<file path="src/rtl/serial_rx_pkg.sv">
// Shared constants and helpers for the multi-lane serial receiver.
package serial_rx_pkg;

    function automatic int clog2(input int value);
        int r;
        r = 0;
        while ((1 << r) < value) r++;
        return r;
    endfunction

    function automatic int cnt_w(input int packet_length);
        return clog2(packet_length + 1);
    endfunction

    // FIFO entry layout is {partial, data}
    function automatic int entry_w(input int packet_length);
        return packet_length + 1;
    endfunction

    localparam int OVF_W = 16;
    localparam logic [OVF_W-1:0] OVF_MAX = '1;

endpackage

</file>
<file path="src/rtl/rx_sync_fifo.sv">
// Show-ahead synchronous FIFO; head entry is visible on dout while not empty.
module rx_sync_fifo
    import serial_rx_pkg::*;
#(
    parameter int WIDTH = 33,
    parameter int DEPTH = 4
) (
    input  logic             aclk,
    input  logic             aresetn,
    input  logic             push,
    input  logic [WIDTH-1:0] din,
    output logic             full,
    input  logic             pop,
    output logic [WIDTH-1:0] dout,
    output logic             empty
);
    localparam int AW = clog2(DEPTH);

    logic [AW:0]      wr_ptr;
    logic [AW:0]      rd_ptr;
    logic [WIDTH-1:0] mem [DEPTH];
    logic             do_push;
    logic             do_pop;

    assign empty   = (wr_ptr == rd_ptr);
    assign full    = (wr_ptr[AW] != rd_ptr[AW]) && (wr_ptr[AW-1:0] == rd_ptr[AW-1:0]);
    // A pop frees the slot the simultaneous push lands in
    assign do_push = push && (!full || pop);
    assign do_pop  = pop && !empty;
    assign dout    = empty ? '0 : mem[rd_ptr[AW-1:0]];

    always_ff @(posedge aclk or negedge aresetn) begin
        if (!aresetn) begin
            wr_ptr <= '0;
            rd_ptr <= '0;
        end else begin
            if (do_push) wr_ptr <= wr_ptr + 1'b1;
            if (do_pop)  rd_ptr <= rd_ptr + 1'b1;
        end
    end

    always_ff @(posedge aclk) begin
        if (do_push) mem[wr_ptr[AW-1:0]] <= din;
    end

endmodule

</file>
<file path="src/rtl/serial_rx_lanes.sv">
// Oversampling multi-lane serial receiver: synchronise, assemble words,
// flush short packets and queue them toward a valid/ready consumer.
module serial_rx_lanes
    import serial_rx_pkg::*;
#(
    parameter int PACKET_LENGTH = 32,
    parameter int LANES         = 1,
    parameter int FIFO_DEPTH    = 4,
    parameter int SYNC_STAGES   = 2,
    parameter int MSB_FIRST     = 1
) (
    input  logic                     aclk,
    input  logic                     aresetn,
    input  logic                     sclk,
    input  logic                     svalid,
    input  logic [LANES-1:0]         sdata,
    output logic [PACKET_LENGTH-1:0] fifo_data,
    output logic                     fifo_partial,
    output logic                     fifo_valid,
    input  logic                     fifo_ready,
    output logic [OVF_W-1:0]         overflow_count,
    output logic                     busy
);
    localparam int CNT_W   = cnt_w(PACKET_LENGTH);
    localparam int ENTRY_W = entry_w(PACKET_LENGTH);

    logic [SYNC_STAGES-1:0]   sclk_sync;
    logic [SYNC_STAGES-1:0]   svalid_sync;
    logic [LANES-1:0]         sdata_sync [SYNC_STAGES];
    logic                     sclk_s, svalid_s, sclk_q, svalid_q;
    logic [LANES-1:0]         sdata_s;
    logic                     sample, flush, word_done;
    logic [CNT_W-1:0]         bit_cnt;
    logic [PACKET_LENGTH-1:0] shreg, shreg_next, beat_word;
    logic                     push_p0;
    logic [ENTRY_W-1:0]       entry_p0;
    logic [ENTRY_W-1:0]       head;
    logic                     full, empty, pop, drop;

    // Stage: synchronisers and edge-detect history
    always_ff @(posedge aclk or negedge aresetn) begin
        if (!aresetn) begin
            sclk_sync   <= '0;
            svalid_sync <= '0;
            for (int i = 0; i < SYNC_STAGES; i++) sdata_sync[i] <= '0;
            sclk_q      <= 1'b0;
            svalid_q    <= 1'b0;
        end else begin
            sclk_sync     <= {sclk_sync[SYNC_STAGES-2:0], sclk};
            svalid_sync   <= {svalid_sync[SYNC_STAGES-2:0], svalid};
            sdata_sync[0] <= sdata;
            for (int i = 1; i < SYNC_STAGES; i++) sdata_sync[i] <= sdata_sync[i-1];
            sclk_q        <= sclk_s;
            svalid_q      <= svalid_s;
        end
    end

    assign sclk_s   = sclk_sync[SYNC_STAGES-1];
    assign svalid_s = svalid_sync[SYNC_STAGES-1];
    assign sdata_s  = sdata_sync[SYNC_STAGES-1];

    assign sample    = sclk_s && !sclk_q && svalid_s;
    assign flush     = svalid_q && !svalid_s && (bit_cnt != '0);
    assign word_done = (bit_cnt + CNT_W'(LANES)) == CNT_W'(PACKET_LENGTH);

    always_comb begin
        beat_word              = '0;
        beat_word[LANES-1:0]   = sdata_s;
        if (MSB_FIRST != 0) shreg_next = (shreg << LANES) | beat_word;
        else                shreg_next = shreg | (beat_word << bit_cnt);
    end

    // Stage p0: assembly and push register
    always_ff @(posedge aclk or negedge aresetn) begin
        if (!aresetn) begin
            bit_cnt <= '0;
            shreg   <= '0;
            push_p0 <= 1'b0;
        end else begin
            push_p0 <= 1'b0;
            if (sample) begin
                if (word_done) begin
                    push_p0 <= 1'b1;
                    bit_cnt <= '0;
                    shreg   <= '0;
                end else begin
                    bit_cnt <= bit_cnt + CNT_W'(LANES);
                    shreg   <= shreg_next;
                end
            end else if (flush) begin
                push_p0 <= 1'b1;
                bit_cnt <= '0;
                shreg   <= '0;
            end
        end
    end

    // Partial words are already right/low aligned with zero upper bits
    always_ff @(posedge aclk) begin
        if (sample && word_done) entry_p0 <= {1'b0, shreg_next};
        else if (flush)          entry_p0 <= {1'b1, shreg};
    end

    // Stage p1: output FIFO and drop accounting
    assign pop  = fifo_valid && fifo_ready;
    assign drop = push_p0 && full && !pop;

    rx_sync_fifo #(
        .WIDTH (ENTRY_W),
        .DEPTH (FIFO_DEPTH)
    ) u_fifo (
        .aclk    (aclk),
        .aresetn (aresetn),
        .push    (push_p0),
        .din     (entry_p0),
        .full    (full),
        .pop     (pop),
        .dout    (head),
        .empty   (empty)
    );

    always_ff @(posedge aclk or negedge aresetn) begin
        if (!aresetn)                               overflow_count <= '0;
        else if (drop && overflow_count != OVF_MAX) overflow_count <= overflow_count + 1'b1;
    end

    assign fifo_valid   = !empty;
    assign fifo_data    = head[PACKET_LENGTH-1:0];
    assign fifo_partial = head[PACKET_LENGTH];
    assign busy         = (bit_cnt != '0);

endmodule

</file>
<file path="config.mk">
export PLATFORM = sky130hd
export DESIGN_NAME = serial_rx_lanes
export DESIGN_NICKNAME = d
export VERILOG_FILES = /design/src/rtl/serial_rx_pkg.sv /design/src/rtl/rx_sync_fifo.sv /design/src/rtl/serial_rx_lanes.sv
export SDC_FILE = /design/constraint.sdc
export NUM_CORES = 1
export LEC_CHECK = 0
export ABC_AREA = 1
export ABC_CLOCK_PERIOD_IN_PS = 3300
export CAP_MARGIN = 0
export CELL_PAD_IN_SITES_DETAIL_PLACEMENT = 0
export CELL_PAD_IN_SITES_GLOBAL_PLACEMENT = 1
export CORE_MARGIN = 5
export CORE_UTILIZATION = 35
export DETAILED_ROUTE_END_ITERATION = 8
export GPL_TIMING_DRIVEN = 0
export PLACE_DENSITY_LB_ADDON = 0.1
export SLEW_MARGIN = 25
export SYNTH_ARGS = -nofsm -noshare
export SYNTH_HDL_FRONTEND = slang
export SYNTH_SLANG_ARGS = --single-unit
</file>
<file path="constraint.sdc">
create_clock -name aclk -period 3.3 [get_ports aclk]
set_input_delay 0.66 -clock aclk [delete_from_list [all_inputs] [get_ports aclk]]
set_output_delay 0.66 -clock aclk [all_outputs]
set_load 0.02 [all_outputs]
</file>
==> metrics.md, run 1 <==
| Metric | Value |
|---|---|
| Power per Cell Area | `806.1 mW/mm^2` |
| Area of the die | `0.03244 sq mm` |
| Xor/xnor share of the synthesized area | `1.038%` |
| Site row count | `62` |
| Maximum level of the CTS H-tree | `1` |
| Filler cells | `2736` |
| Io pins | `57` |
| Total Wirelength | `24.29 mm` |
| Leakage Power | `0.005097 uW` |
| Slew of the pin with the lowest slew margin | `926.4 ps` |
| Headroom to the max-slew limit | `37.82%` |
| Final Max Tran Viols | `0` |
| Height of the die | `180.1 um` |
| Sequential cell area in the final layout | `0.006674 sq mm` |
| Worst path arrival time | `2490 ps` |
| Antenna violations before repair | `0` |
| Post-synth top area cell | `edfxtp_1` |
| Core Region | `0.02863 sq mm` |
| Largest cells by area after synthesis | `edfxtp_1 (49%), dfrtp_1 (17%), nand2_1 (10%)` |
| Share of cell area taken by muxes after synthesis | `0%` |
| Count of max-cap constraint violations | `0` |
| Setup slack after placement | `147.3 ps` |
| Synthesized flop and latch total | `234` |
| Post-Route Skew | `15.40 ps` |
| Switching fraction of total power | `33.55%` |
| Int Power | `6640 uW` |
| Syn-to-layout area delta | `22.37%` |
| Starting utilization of the core area | `35.38%` |
| Fraction of final layout cells with drive strength greater than 1 | `9.409%` |
| TritonCTS sink count | `234` |
| Total of warnings raised by yosys | `0` |
| First-pass GRT wire length | `38.94 mm` |
| Hold_buf cts | `0` |
| Portion of the post-synthesis area used by sequential elements | `65.87%` |
| Post-synthesis cell count | `1004` |
| DR DRC count | `0` |
| Port-buffer cells | `56` |
| Crit path time final | `3147 ps` |
| Status | `completed` |
| CTS root buf | `clkbuf_16` |
| Number of buffers inserted during clock tree synthesis | `26` |
| Remaining global-route overflow | `0` |
| Clock network fraction of total power | `30.5%` |
| Net switching power | `3352 uW` |
| RSZ-0062 raised after global routing | `no` |
| Largest net degree at the start of global routing | `49` |
| Synthesized-area fraction occupied by ao, oa, aoi and oai cells | `5.942%` |
| Area taken by multi-input logic gates | `0.002875 sq mm` |
| IR Drop Worst-Case VDD | `0.3905 mV` |
| Initial DRT Pass Iterations | `5` |
| Post-synthesis instance area | `0.01013 sq mm` |
| Nature of the critical path endpoint | `output port` |
| Share of power burned in registers | `36.6%` |
| Class of the tightest hold or removal check | `input pin to asynchronous set/reset pin` |
| Category of the most critical setup path | `flip-flop to output port` |
| TritonCTS clock tree | `done` |
| Post-route setup TNS | `0 ps` |
| Diode insertion count for antenna repair | `0` |
| Bufs on Longest Clock Path | `3` |
| Horizontal die dimension | `180.1 um` |
| Number of vias after detailed routing | `6952` |
| Endpoint required time on the critical path | `2640 ps` |
| Clock latency at the later pin of the worst-skew pair | `520 ps` |
| # setup viols final | `0` |
| DPL Wire Length | `16.14 mm` |
| Area share of the largest cell type after synthesis | `48.62%` |
| Net count of the finished layout | `1110` |
| Total Power | `9992 uW` |
| Antenna Violating Nets Remaining | `0` |
| Worst R2R Path Depth | `8` |
| Routability congestion estimate | `0.7710` |
| Initial detailed-routing violation count | `384` |
| Critical Path Source Type | `flip-flop` |
| Vias in the first global route | `6811` |
| Highest net fanout along the worst path | `10` |
| Post-DR vias/cell | `4.635` |
| Final hold violation count | `0` |
| Library cells used by synthesis | `27` |
| Fraction of the mapped netlist area in adder cells | `0.9883%` |
| Total track usage | `14.83%` |
| WL/cell | `16.19 um` |
| Post-synth net total | `1018` |
| Mean area per synthesized cell | `10.09 sq um` |
| Maximum operating frequency | `317.8 MHz` |
| Simple-gate area share of the yosys netlist | `19.98%` |
| Final cycle utilization of the critical path | `95.35%` |
| Comb power frac | `32.9%` |
| Clock-pin slew on the worst setup and hold paths | `60 ps` |
| Dominant combinational cell family by area after synthesis | `simple AND/OR/NAND/NOR gates` |
| Final critical-path setup slack | `153.5 ps` |
## layer usage
layer / track usage [%] / routed length (um) / up-vias / part of all wire (%)
met5: 0 / 0 / - / 0
met4: 3.146 / 335 / 0 / 1.4
met3: 2.180 / 849 / 25 / 3.5
met2: 24.29 / 11460 / 108 / 47
met1: 21.20 / 11640 / 3298 / 48
li1: - / - / 3521 / -
## Yosys cell counts, drive strengths merged
| cell type | number |
|---|---|
| nand2 | 272 |
| edfxtp | 164 |
| nor2 | 130 |
| inv | 98 |
| nand3 | 81 |
| o21ai | 74 |
| dfrtp | 69 |
| o22ai | 35 |
| clkbuf | 28 |
| buf | 20 |
| ha | 8 |
| xor2 | 8 |
| nand4 | 6 |
| xnor2 | 4 |
| and2 | 2 |
| nor3 | 2 |
| a21oi | 1 |
| dfxtp | 1 |
| o21bai | 1 |
## final cells by class
type / instances / area share [%]
Timing Repair Buffer: 64 / 6.138
Clock buffer: 27 / 5.451
Tap cell: 384 / 3.876
Sequential cell: 234 / 53.85
Buffer: 48 / 2.594
Clock inverter: 21 / 1.928
Multi-Input combinational cell: 624 / 23.20
Inverter: 98 / 2.968
## path summary, 6_finish.rpt
check / from / endpoint / slack, ps
max: u_fifo.rd_ptr[0] / fifo_data[19] / 150
min: aresetn / u_fifo.rd_ptr[0] / 60
max reg2reg: u_fifo.rd_ptr[1] / u_fifo.mem[0][11] / 700
min reg2reg: svalid_sync[0] / svalid_sync[1] / 350
max in group asynchronous: aresetn / shreg[20] / 2650
min in group aclk: svalid_sync[0] / svalid_sync[1] / 350
## sequential cells by signal, indices dropped and copies added (netlist names)
register,cells
sdata_s,1
bit_cnt,6
entry_p0,33
sdata_sync,1
sclk_sync,2
sclk_q,1
shreg,32
push_p0,1
u_fifo.mem,132
u_fifo.rd_ptr,3
svalid_sync,2
svalid_q,1
u_fifo.wr_ptr,3
overflow_count,16
## power groups by stage
stage,registers (uW),clock network [uW],logic (uW)
floorplan,3670,0,1800
global placement,3730,0,3160
detailed placement,3720,0,3250
CTS,3660,3130,3340
global route,3690,3260,3630
finish,3660,3050,3290
## kinds of logic (layout without fill, tap and decap cells)
| kind of cell | Yosys count | after routing |
|---|---|---|
| compound gates | 111 | 111 |
| xor+xnor | 12 | 12 |
| fa+ha+maj | 8 | 8 |
| buf+inv | 146 | 258 |
| flops | 234 | 234 |
| simple gates | 493 | 493 |
## critical path, stage by stage (launching register included)
cell and delay [ps]:
dfrtp_2 460, inv_2 110, buf_4 190, clkbuf_8 210
nor2_1 50, o22ai_1 220, nand2_1 80, inv_1 60
clkdlybuf4s50_1 590
## cell usage in the layout, fill, tap and decap left out, types with 4 or more instances in the layout
cell type        count
o22ai_1             35
xnor2_1              4
nand2_1            268
nor2_1             123
buf_4                9
clkbuf_1            10
nand3_1             80
dfrtp_1             67
clkinv_1             6
clkdlybuf4s50_1     54
clkbuf_4             5
clkbuf_16           27
nand4_1              6
buf_6                7
edfxtp_1           164
buf_2                7
buf_16               6
nor2_4               6
ha_1                 8
inv_1               96
bufinv_16            5
o21ai_0             73
xor2_1               8
clkbuf_2             9
clkinv_2             5
## metrics by stage
| step | cells | util, % | hold WS, ps | area, sq um |
|---|---|---|---|---|
| after detailed placement | 1452 | 39.82 | 337.8 | 11400 |
| final | 1500 | 43.30 | 58.55 | 12390 |
| after CTS | 1500 | 43.24 | 52.05 | 12380 |
| after global routing | 1500 | 43.30 | 62.05 | 12390 |
| after global placement | 1444 | 39.02 | 332.1 | 11170 |
| after floorplan | 1004 | - | 331.2 | 10130 |
## timing repair
action                                  in CTS  in global routing
pin swaps                                    0                  0
endpoints found under the hold margin        0                  0
resized for setup                           30                 11
buffers inserted                             0                  0
endpoints found under the setup margin      34                 22
No activity file was read; power rests on OpenSTA's default activity.
==> run 2: changes to the inputs <==
- CTS_BUF_LIST: default -> sky130_fd_sc_hd__clkbuf_16
==> results of run 2 <==
Same layout as run 1: the final DEF is identical, and so are final timing and power.
==> variant 1 (flow settings as in run 1) <==
Change the parameter `MSB_FIRST` from 1 to 0.
--- a/src/rtl/serial_rx_lanes.sv
+++ b/src/rtl/serial_rx_lanes.sv
@@ -7,7 +7,7 @@
     parameter int LANES         = 1,
     parameter int FIFO_DEPTH    = 4,
     parameter int SYNC_STAGES   = 2,
-    parameter int MSB_FIRST     = 1
+    parameter int MSB_FIRST     = 0
 ) (
     input  logic                     aclk,
     input  logic                     aresetn,
Formal check against the unedited RTL: not equivalent (a bounded check fails within 10 cycles, from zero or initial values and one cycle with aresetn low).
==> variant 1 against run 1 <==
Non-clock buffer count rose by 22. Final cell count is 2.3% lower. Sequential share of layout area increased by 0.31 points. Routed wire length decreased by 0.26%. Power rose by 1.1%. Sequential cell count unchanged. Clock power down 6.9%. Largest cell class unchanged. Design area is 0.60% lower. Die area did not move. Setup slack got worse by 17 ps. Area after synthesis is the same. Combinational power up 9.1%.
==> variant 1: results (changes against run 1) <==
| Metric | Value |
|---|---|
| Total track usage | 14.83% (about the same) |
| Netlist cell types | 35 (+30%) |
| Fraction of layout cells with a size suffix above 1 | 11.18% (+1.8 points) |
| Peak supply drop | 0.3282 mV (-16%) |
| Largest net degree at the start of global routing | 41 (-16%) |
| Met2 usage | 23.85% (-0.44 points) |
| Fin nets | 1076 (-3.1%) |
| Worst slew margin | 35.73% (-2.1 points) |
| Cell-internal power | 6.589 mW (-0.76%) |
| Top cells by area, synth | edfxtp_1, dfrtp_1, nand2_1, o21ai_0, nor2_1 |
| DP Area | 11380 um2 (-0.15%) |
| Average wire per standard cell | 16.52 um (+2.0%) |
| CP endpoint | fifo_data[27] |
| R2r setup slk | 840 ps (+140 ps) |
| Run status | finished clean |
| DP Worst Slack | 226.0 ps (+78.71 ps) |
| Hold_ws | 136.4 ps (+77.82 ps) |
| Top cells by count, synth | nand2_1, edfxtp_1, nor2_1 |
| Syn_nets | 985 (-3.2%) |
| Final min period | 3164 ps (+17.43 ps) |
| Vias in the first global route | 6548 (-3.9%) |
| Vias/cell | 4.591 (-0.95%) |
| Detailed router's first-iteration violation count | 511 (+33%) |
| Post-synthesis xor/xnor area fraction | 1.124% (+0.086 points) |
| R2R depth | 9 (+1) |
| Pleak | 5.272 nW (+3.4%) |
| Dpl hpwl | 16.43 mm (+1.8%) |
| Final non-filler cell total | 1466 (-2.3%) |
| M3 GR Usage | 2.099% (-0.081 points) |
| First-pass GRT wire length | 38.72 mm (-0.55%) |
| Fin Clk Skew | 19.76 ps (+4.362 ps) |
-- variant 1: cell types whose count changed after synthesis, moves of 5 or more --
cell,change
clkbuf_1,+13
nor2_1,-33
nand2_1,-23
inv_1,-8
nand2_2,+7
a21o_1,+6
buf_2,+5
nand3_1,-33
-- variant 1: worst min path at each step --
stage / startpoint / to / cells past startpoint
6_report: aresetn / overflow_count[10] / 1
3_5_place_dp: svalid_sync[0] / svalid_sync[1] / 0
2_1_floorplan: sclk_sync[0] / sclk_sync[1] / 0
3_3_place_gp: svalid_sync[0] / svalid_sync[1] / 0
4_1_cts: aresetn / overflow_count[10] / 1
5_1_grt: aresetn / overflow_count[10] / 1
-- variant 1: worst register-to-register path, cell delays in order (launching register included) --
cell and delay, ps:
dfrtp_1 390, buf_6 150, inv_6 140, nand2_4 60, nand2_2 100, inv_2 40
nand2_2 80, o21ai_1 290, nor2_4 630, buf_12 260
-- variant 1: metal layers --
metal / share of wire, % / up-vias / wire (um)
met3: 3.6 / 24 / 869
met1: 48 / 3189 / 11600
li1: - / 3398 / -
met2: 47 / 119 / 11420
met4: 1.4 / 0 / 335
met5: 0 / - / 0
-- variant 1: kinds of logic after synthesis --
group / after synthesis
XOR/XNOR: 13
AO/OA/AOI/OAI: 124
flip-flops: 234
buffers and inverters: 165
adder cells (fa/ha/maj): 8
AND/OR/NAND/NOR: 427
-- variant 1: timing repair --
item / CTS / global route
setup buffers: 0 / 0
setup endpoints to repair: 34 / 26
resized for setup: 16 / 25
-- variant 1: layout make-up --
cell class              count  share of cell area, %
flip-flops and latches    234                  54.16
multi-input cells         572                  22.64
repair buffers             64                  6.317
clock buffers              34                  5.697
well taps                 384                  3.900
plain buffers              70                  3.158
inverters                  94                  2.904
clock inverters            14                  1.229
-- variant 1: through the flow --
stage	total power, mW	util, %
after detailed placement	7.359	39.76
after floorplan	5.751	-
after global placement	7.297	39.02
final	10.10	43.04
after global routing	10.73	43.04
after CTS	10.29	42.84
-- variant 1: power groups by stage --
stage | Clock (mW) | Sequential [mW] | Combinational, mW
floorplan | 0 | 3.68 | 2.07
global placement | 0 | 3.75 | 3.55
detailed placement | 0 | 3.73 | 3.63
CTS | 2.93 | 3.67 | 3.69
global route | 3.08 | 3.70 | 3.95
finish | 2.84 | 3.67 | 3.59
==> variant 2 (settings of run 1) <==
Without the edit above. Put one more register stage on the output `overflow_count`, with the module's reset. The value now appears one clock later. The other outputs are not delayed to match.
--- a/src/rtl/serial_rx_lanes.sv
+++ b/src/rtl/serial_rx_lanes.sv
@@ -23,6 +23,8 @@
 );
     localparam int CNT_W   = cnt_w(PACKET_LENGTH);
     localparam int ENTRY_W = entry_w(PACKET_LENGTH);
+
+    logic [OVF_W-1:0] overflow_count_s0;
 
     logic [SYNC_STAGES-1:0]   sclk_sync;
     logic [SYNC_STAGES-1:0]   svalid_sync;
@@ -120,8 +122,8 @@
     );
 
     always_ff @(posedge aclk or negedge aresetn) begin
-        if (!aresetn)                               overflow_count <= '0;
-        else if (drop && overflow_count != OVF_MAX) overflow_count <= overflow_count + 1'b1;
+        if (!aresetn)                               overflow_count_s0 <= '0;
+        else if (drop && overflow_count_s0 != OVF_MAX) overflow_count_s0 <= overflow_count_s0 + 1'b1;
     end
 
     assign fifo_valid   = !empty;
@@ -129,5 +131,13 @@
     assign fifo_partial = head[PACKET_LENGTH];
     assign busy         = (bit_cnt != '0);
 
+    always_ff @(posedge aclk or negedge aresetn) begin
+        if (!aresetn) begin
+            overflow_count <= '0;
+        end else begin
+            overflow_count <= overflow_count_s0;
+        end
+    end
+
 endmodule
 
Function: no difference found for any inputs over 10 cycles, from zero or initial values and one cycle with aresetn low; that may be too few to reach the edited logic, so the function may still have changed.
==> variant 2 against run 1 <==
Routed wire length is 0.57% lower. Design area increased by 3.5%. Final cell count rose by 1.9%. Utilization decreased by 0.14 points. Critical path type unchanged. Power grew 0.69%. Area after synthesis grew 4.2%. Count of clock-buffer cells in the layout rose by 3. Setup slack got worse by 43 ps. Largest power group unchanged. Highest routed layer unchanged. Sequential cell count is 16 higher. Global-route usage fell by 0.12 points.
==> variant 2: results (changes against run 1) <==
| Metric | Value |
|---|---|
| Post-Synth Adder-Cell Area | 0.9488% (-0.039 points) |
| Fin Clk Skew | 12.20 ps (-3.194 ps) |
| Run status | finished clean |
| DP Worst Slack | 211.0 ps (+63.76 ps) |
| Largest net degree at the start of global routing | 56 (+14%) |
| Num CTS Buffers | 27 (+3.8%) |
| Max-cap violation count | 0 (unchanged) |
| Clock root buffer | clkbuf_16 |
| Fillers | 2836 (+3.7%) |
| Avg Inst Size Synth | 10.30 um2 (+2.1%) |
| Top cells by count, synth | nand2_1, edfxtp_1, nor2_1 |
| EDFF count, synth | 164 (unchanged) |
| Syn_nets | 1038 (+2.0%) |
| Worst Setup SP | u_fifo.rd_ptr[0] |
| CP endpoint | fifo_data[22] |
| Yosys synthesis warning count | 0 (unchanged) |
| Min-Delay Path Class | primary input to async pin |
| GP Congestion | 0.7414 (-3.8%) |
| Max FFs per register | 132 (unchanged) |
| Multiplexer share of the synthesized area | 0% (unchanged) |
| R2r setup slk | between 700 and 800 ps |
| Total track usage | 14.71% (-0.12 points) |
| Critical-path maximum fanout | 10 (unchanged) |
| Detailed router's first-iteration violation count | 358 (-6.8%) |
| First-pass GRT wire length | 39.99 mm (+2.7%) |
| DP Area | 11870 um2 (+4.1%) |
| Top cells by area, synth | edfxtp_1, dfrtp_1, nand2_1, nor2_1, nand3_1 |
| Highest-delay cell along the critical path | clkdlybuf4s50_1 |
| Sequential area share after synthesis | 67.03% (+1.2 points) |
| Peak supply drop | 0.3747 mV (-4.0%) |
| Clock Pin Slew Worst Setup and Hold Paths | 60 ps (about the same) |
| Vias/cell | 4.620 (-0.31%) |
| Post-synthesis xor/xnor area fraction | 0.9962% (-0.041 points) |
| Complex-gate fraction of the synthesized area | 5.752% (-0.19 points) |
| Final non-filler cell total | 1528 (+1.9%) |
| Clock latency on the worst-skew pair | ~530 ps |
| Final-report max-slew violation count | 0 (unchanged) |
| Prevailing post-synth register cell | edfxtp_1 |
| Pleak | 5.391 nW (+5.8%) |
| RR Endpoint | u_fifo.mem[0][19] |
| Initial antenna violation count | 0 (unchanged) |
| Worst-Margin Slew | 901.8 ps (-24.60 ps) |
| Dpl hpwl | 16.19 mm (+0.36%) |
| IO Port Bufs | 56 (unchanged) |
| CTS max path bufs | 3 (unchanged) |
| Netlist cell types | 28 (+3.7%) |
| Htree depth | 1 (unchanged) |
| Fraction of layout cells with a size suffix above 1 | 9.578% (+0.17 points) |
| CP peak stage delay | 590 ps (about the same) |
| Ys async rst share | 34.00% (+4.5 points) |
| Critical Path AT | 2530 ps (+40 ps) |
| Final worst setup slack | 110.8 ps (-42.72 ps) |
| Reg2reg start | u_fifo.rd_ptr[1] |
| Diode count | 0 (unchanged) |
| R2R depth | 8 (unchanged) |
| Vias in the first global route | 7304 (+7.2%) |
| Pre-Repair DR Iteration Count | 5 (unchanged) |
| Average wire per standard cell | 15.80 um (-2.4%) |
| Hold_ws | 21.03 ps (-37.52 ps) |
| Fin nets | 1132 (+2.0%) |
-- variant 2: cell count changes in the layout (fill, tap and decap cells not counted), moves of 3 or more --
cell	run 1	this run
dfrtp_1	67	84
clkdlybuf4s50_1	54	45
dlymetal6s2s_1	1	10
buf_6	7	4
-- variant 2: cells by family (layout without fill, tap and decap cells) --
| group | after synthesis | count (layout) |
|---|---|---|
| fa+ha+maj | 8 | 8 |
| simple gates | 495 | 495 |
| xor+xnor | 12 | 12 |
| flops | 250 | 250 |
| buf+inv | 147 | 261 |
| compound gates | 112 | 112 |
-- variant 2: repair_timing --
action,4_1_cts,5_1_grt
gates cloned,0,0
hold buffers,0,0
setup endpoints to repair,34,27
endpoints found under the hold margin,0,0
resized for setup,22,25
buffers inserted,0,0
-- variant 2: worst max-delay path, delay by kind of cell (launching register included) --
| family | cells | cell delay [ps] |
|---|---|---|
| buf+inv | 5 | 1210 |
| flops | 1 | 460 |
| simple gates | 2 | 170 |
| compound gates | 1 | 160 |
-- variant 2: where the power goes --
group | internal [mW] | switching (mW)
Combinational | 1.26 | 1.99
Clock | 1.74 | 1.19
Sequential | 3.68 | 0.193
Total | 6.69 | 3.37
-- variant 2: area by class of cell --
class	instances	area [um2]	area share [%]
repair buffers	65	827.0	6.449
flip-flops and latches	250	7073	55.15
inverters	99	371.6	2.898
multi-input cells	627	2917	22.74
clock inverters	19	167.7	1.307
well taps	390	488.0	3.805
clock buffers	30	696.9	5.434
plain buffers	48	284.0	2.215
-- variant 2: routing by layer --
layer / up-vias / global-route usage (%) / routed length (um)
met2: 97 / 25.14 / 11590
met3: 25 / 2.117 / 876
met1: 3355 / 20.12 / 11330
met4: 0 / 3.039 / 346
met5: - / 0 / 0
li1: 3583 / - / -
